--- src/rtl/matrix_scan_sequencer.sv ---
// Scan controller for a 16x16 LED matrix with 2-bit density per pixel.
// Fetches one row word from the frame buffer, expands it into a 32-bit
// row word for the current bit-plane, shifts it out LSB first, latches it
// and enables the row drivers for a fixed hold time.
module matrix_scan_sequencer #(
  parameter int CLK_DIV     = 4,
  parameter int HOLD_CYCLES = 256
) (
  input  logic        clk,
  input  logic        rst_n,
  input  logic        enable,
  output logic        fb_rd_req,
  output logic [3:0]  fb_rd_row,
  input  logic        fb_rd_valid,
  input  logic [31:0] fb_rd_data,
  output logic        sclk,
  output logic        sdata,
  output logic        latch,
  output logic        oe_n,
  output logic        busy,
  output logic        frame_done
);

  typedef enum logic [2:0] {
    S_IDLE,
    S_FETCH,
    S_SHIFT,
    S_LATCH,
    S_HOLD
  } state_t;

  localparam int MAXC = (CLK_DIV > HOLD_CYCLES) ? CLK_DIV : HOLD_CYCLES;
  localparam int CW   = $clog2(MAXC) + 1;
  localparam logic [CW-1:0] DIV_LAST  = CW'(CLK_DIV - 1);
  localparam logic [CW-1:0] HOLD_LAST = CW'(HOLD_CYCLES - 1);

  state_t        state_q;
  logic [3:0]    row_q;
  logic [1:0]    plane_q;
  logic [CW-1:0] cnt_q;
  logic [4:0]    bit_q;
  logic          phase_q;
  logic [31:0]   sr_q;
  logic          req_q;
  logic          sclk_q;
  logic          sdata_q;
  logic          latch_q;
  logic          oe_n_q;
  logic          busy_q;
  logic          fdone_q;
  logic [31:0]   word_d;

  // Row word for the current row and plane: one-hot row select above the
  // column bits, a column lit when its density reaches the plane number.
  always_comb begin
    word_d        = '0;
    word_d[31:16] = 16'd1 << row_q;
    for (int unsigned c = 0; c < 16; c++) begin
      word_d[c] = (fb_rd_data[2*c +: 2] >= plane_q);
    end
  end

  // Scan FSM; every pin-facing output is a register updated here.
  always_ff @(posedge clk or negedge rst_n) begin
    if (!rst_n) begin
      state_q <= S_IDLE;
      row_q   <= '0;
      plane_q <= 2'd1;
      cnt_q   <= '0;
      bit_q   <= '0;
      phase_q <= 1'b0;
      sr_q    <= '0;
      req_q   <= 1'b0;
      sclk_q  <= 1'b0;
      sdata_q <= 1'b0;
      latch_q <= 1'b0;
      oe_n_q  <= 1'b1;
      busy_q  <= 1'b0;
      fdone_q <= 1'b0;
    end else begin
      fdone_q <= 1'b0;
      case (state_q)
        S_IDLE: begin
          if (enable) begin
            state_q <= S_FETCH;
            req_q   <= 1'b1;
            busy_q  <= 1'b1;
          end
        end
        S_FETCH: begin
          if (fb_rd_valid) begin
            req_q   <= 1'b0;
            sr_q    <= word_d;
            sdata_q <= word_d[0];
            sclk_q  <= 1'b0;
            cnt_q   <= '0;
            phase_q <= 1'b0;
            bit_q   <= '0;
            state_q <= S_SHIFT;
          end
        end
        S_SHIFT: begin
          if (cnt_q == DIV_LAST) begin
            cnt_q <= '0;
            if (!phase_q) begin
              sclk_q  <= 1'b1;
              phase_q <= 1'b1;
            end else begin
              sclk_q  <= 1'b0;
              phase_q <= 1'b0;
              if (bit_q == 5'd31) begin
                latch_q <= 1'b1;
                state_q <= S_LATCH;
              end else begin
                // sr_q[0] is the bit just sent; the next one sits at [1]
                bit_q   <= bit_q + 5'd1;
                sr_q    <= sr_q >> 1;
                sdata_q <= sr_q[1];
              end
            end
          end else begin
            cnt_q <= cnt_q + CW'(1);
          end
        end
        S_LATCH: begin
          if (cnt_q == DIV_LAST) begin
            cnt_q   <= '0;
            latch_q <= 1'b0;
            oe_n_q  <= 1'b0;
            state_q <= S_HOLD;
          end else begin
            cnt_q <= cnt_q + CW'(1);
          end
        end
        S_HOLD: begin
          if (cnt_q == HOLD_LAST) begin
            cnt_q  <= '0;
            oe_n_q <= 1'b1;
            row_q  <= row_q + 4'd1;
            if (row_q == 4'd15) begin
              plane_q <= (plane_q == 2'd3) ? 2'd1 : plane_q + 2'd1;
              fdone_q <= (plane_q == 2'd3);
            end
            if (enable) begin
              state_q <= S_FETCH;
              req_q   <= 1'b1;
            end else begin
              state_q <= S_IDLE;
              busy_q  <= 1'b0;
            end
          end else begin
            cnt_q <= cnt_q + CW'(1);
          end
        end
        default: begin
          state_q <= S_IDLE;
          busy_q  <= 1'b0;
        end
      endcase
    end
  end

  assign fb_rd_req  = req_q;
  assign fb_rd_row  = row_q;
  assign sclk       = sclk_q;
  assign sdata      = sdata_q;
  assign latch      = latch_q;
  assign oe_n       = oe_n_q;
  assign busy       = busy_q;
  assign frame_done = fdone_q;

endmodule

--- config.mk ---
export PLATFORM = sky130hd
export DESIGN_NAME = matrix_scan_sequencer
export DESIGN_NICKNAME = d
export VERILOG_FILES = /design/src/rtl/matrix_scan_sequencer.sv
export SDC_FILE = /design/constraint.sdc
export NUM_CORES = 1
export LEC_CHECK = 0
export CAP_MARGIN = 5
export CELL_PAD_IN_SITES_DETAIL_PLACEMENT = 0
export CELL_PAD_IN_SITES_GLOBAL_PLACEMENT = 1
export CORE_UTILIZATION = 39
export DETAILED_ROUTE_END_ITERATION = 16
export GPL_TIMING_DRIVEN = 0
export PLACE_DENSITY = 0.76
export SLEW_MARGIN = 20
export SYNTH_ARGS = -nofsm -noshare
export SYNTH_HDL_FRONTEND = slang
export SYNTH_SLANG_ARGS = --single-unit
export TNS_END_PERCENT = 30
--- constraint.sdc ---
create_clock -name clk -period 1.95 [get_ports clk]
set_input_delay 0.39 -clock clk [delete_from_list [all_inputs] [get_ports clk]]
set_output_delay 0.39 -clock clk [all_outputs]
set_load 0.01 [all_outputs]
==> flow_summary.ini <==
[worst_setup_path]
worst_path_dominant_cell_family = flip-flops
crit_path_start_kind = flop
cp_num_buf_inv = 2
crit_path_max_incr_delay_ps = 380
worst-path-max-fanout = 5
r2r.worst_path.cells = 8
path_cells = ha_2 > and3_4 > ha_4 > inv_2 > a41o_1 > and2_4 > buf_6 > mux2_2
timing.rr.start = bit_q[1]$_DFFE_PN0P_
critical_path_arrival_ps = 2170
timing.critical_path.slowest_stage_cell = dfrtp_1
critPathCaptureType = flop
crit_required_ps = 2180
setup.reg_to_reg.worst_slack_ps = 7
timing.rr.end = sr_q[7]$_DFFE_PN0P_
worst-setup-path-type = flop to flop

[flow_run]
cap_violations = 0

[synth]
ys_types = 54
synth-async-reset-ratio_pct = 100
syn-mean-instance-area_sq_um = 9.44
synth.top_cell.area_share_pct = 37.8
synthDominantAreaCellType = dfrtp_1
leading_cell_types_by_total_area_after_synthesis = dfrtp_1 (38%), ha_1 (14%), a21oi_1 (5.8%), nand2_1 (4.0%), mux2_2 (3.7%)
synth_warnings = 0
synth-edff-count = 0
synth_seq_cells = 61
synthesis.instances = 414
ys.flop_type = dfrtp_1
syn_nets = 494
fraction_of_the_yosys_area_taken_by_sequential_cells_pct = 39.1
synth_area_sq_um = 3910

[layout]
nFillCells = 954
fin_nets = 564
area_growth_pct = 27.9
postLayoutCoreUtil_pct = 51.4
layout_cells_sized_above_1_pct = 16.6
diodes = 0

[cts]
clock_tree_root_driver_cell = clkbuf_8
cts-buffers-inserted = 9
cts.htree.levels = 3
clock_tree_from_tritoncts = done
clock_tree.buffer_depth = 2
cts_sinks = 61
worst_setup_hold_path_clk_slew_ps = 70
clock_insertion_delay_worst_skew_ps = 340

[placement]
routabilityCongestion = 0.801
portBuffers = 46
post-dp-hpwl_mm = 6.15

[route]
vias = 3257
drt-wirelength-per-cell_um = 14.4
detail_route.iter0.violations = 140
pre_antenna_drt_iters = 4
postRouteWirelength_mm = 8.95
remaining_drc_errors = 0
route.antenna.remaining_nets = 0
detail_route.vias_per_cell = 5.24

[sta]
worst_margin_slew_ps = 624
report.final.setup_viol = 0
timing.final.max_slew_violations = 0
layout_min_cycle_time_ps = 1940
grt_setup_unrepaired = true
clock_skew_ps = 10.4
post-route-period-util_pct = 99.7
clock.fmax_ghz = 0.515
hold_viol = 0
relSlewSlack_pct = 58.3

[power]
peakVddDrop_mv = 0.360
p_per_area_nw_per_um2 = 492
total_power_uw = 2460
p_leak_uw = 0.00229

[global_route]
grt.overflow.total = 0
grt_pass1_wl_mm = 15.4
grt_start_max_net_pins = 46
antenna_found_initial = 0
vias_in_the_first_global_route = 3271
grtUsageTotal_pct = 18.9

[floorplan]
die_w_um = 102
floorplan.io_pins = 47
initial_utilization_pct = 40.2
rows = 36
die_area_sq_um = 10400
die_y_um = 102
floorplan.core_area_sq_um = 9730

[status]
status = finished, final reports clean

[hold_path]
hold_path.class = primary input to asynchronous set/reset pin
sequential cells by signal (all words and copies together) (netlist names), 2 cells and up:
name	cells
sr_q	32
bit_q	5
fb_rd_row	4
cnt_q	9
plane_q	2
state_q	3
where the power goes:
| group | total (uW) | internal (uW) | switching [uW] |
|---|---|---|---|
| combinational | 207 | 111 | 96.2 |
| clock | 983 | 494 | 489 |
| sequential | 1270 | 1270 | 0.938 |
stage by stage:
step | TNS, ps | instance area (sq um) | worst slack (ps) | hold slack (ps) | std cells
after floorplan | -436 | 3970 | -39.9 | 94.4 | 414
after global placement | -120750 | 4600 | -1650 | 468 | 593
after detailed placement | -22420 | 4630 | -690 | 284 | 594
after CTS | -959 | 4980 | -122 | 460 | 623
after global routing | -1420 | 5000 | -84.0 | 486 | 622
final | 0 | 5000 | 6.78 | 464 | 622
cell usage after synthesis (all sizes together) (3+ instances only):
cell,instances
dfrtp,59
a21oi,45
ha,44
nand2,42
inv,28
o21ai,26
nor2,25
nand2b,19
mux2,16
a211oi,14
buf,14
clkbuf,7
mux2i,7
nor3b,6
a31oi,5
nor2b,5
and3,4
nand3,4
o211ai,4
o22ai,4
nand4,3
nor4,3
worst max-delay path by stage:
| stage | to | from | depth (start not counted) |
|---|---|---|---|
| after floorplan | sr_q[0]$_DFFE_PN0P_ | bit_q[0]$_DFFE_PN0P_ | 10 |
| after global placement | sr_q[24]$_DFFE_PN0P_ | rst_n | 1 |
| after detailed placement | sr_q[4]$_DFFE_PN0P_ | fb_rd_valid | 7 |
| after CTS | sr_q[3]$_DFFE_PN0P_ | bit_q[0]$_DFFE_PN0P_ | 10 |
| after global routing | sr_q[3]$_DFFE_PN0P_ | bit_q[1]$_DFFE_PN0P_ | 8 |
| final | sr_q[7]$_DFFE_PN0P_ | bit_q[1]$_DFFE_PN0P_ | 8 |
layer usage:
metal	track usage (%)	up-vias	routed length, um
met5	0	-	0
met1	24.8	1590	4310
met3	3.90	12	209
met4	5.38	0	144
met2	31.5	41	4290
li1	-	1614	-
layout by cell type, fill, tap and decap left out, types with 7 or more instances in the layout:
cell type and n:
nand2_1 42, inv_1 27, mux2_4 13, nor2_1 25
clkdlybuf4s50_1 45, a21oi_1 44, clkbuf_1 7, clkbuf_8 10
buf_2 8, a211oi_1 12, nand2b_1 19, buf_4 11
o21ai_0 25, dfrtp_1 59, ha_1 41, mux2i_1 7
cell families (layout without fill, tap and decap cells):
group / count (synthesis) / in the layout / share of synthesized area, %
and+or+nand+nor: 119 / 119 / 16.0
AOI/OAI and AO/OA: 116 / 116 / 18.0
DFF: 61 / 61 / 39.1
buffers and inverters: 49 / 124 / 5.95
adders and majority gates: 44 / 44 / 14.1
muxes: 23 / 23 / 6.40
xor gates and xnor gates: 2 / 2 / 0.448
area by class of cell:
type,count,area [sq um],area share [%]
multi-input cells,304,2290,45.8
flip-flops and latches,61,1530,30.7
repair buffers,63,643,12.9
well taps,133,166,3.33
clock buffers,14,153,3.05
inverters,28,105,2.10
plain buffers,17,100,2.00
clock inverters,2,10.0,0.200
repair_timing:
action,4_1_cts,5_1_grt
hold buffers,1,0
resized for setup,17,12
endpoints found under the hold margin,16,0
cloned,1,0
setup endpoints to repair,54,41
setup buffers,13,1
pin swaps,4,6
Note: power is estimated with default switching activity, not from simulation.
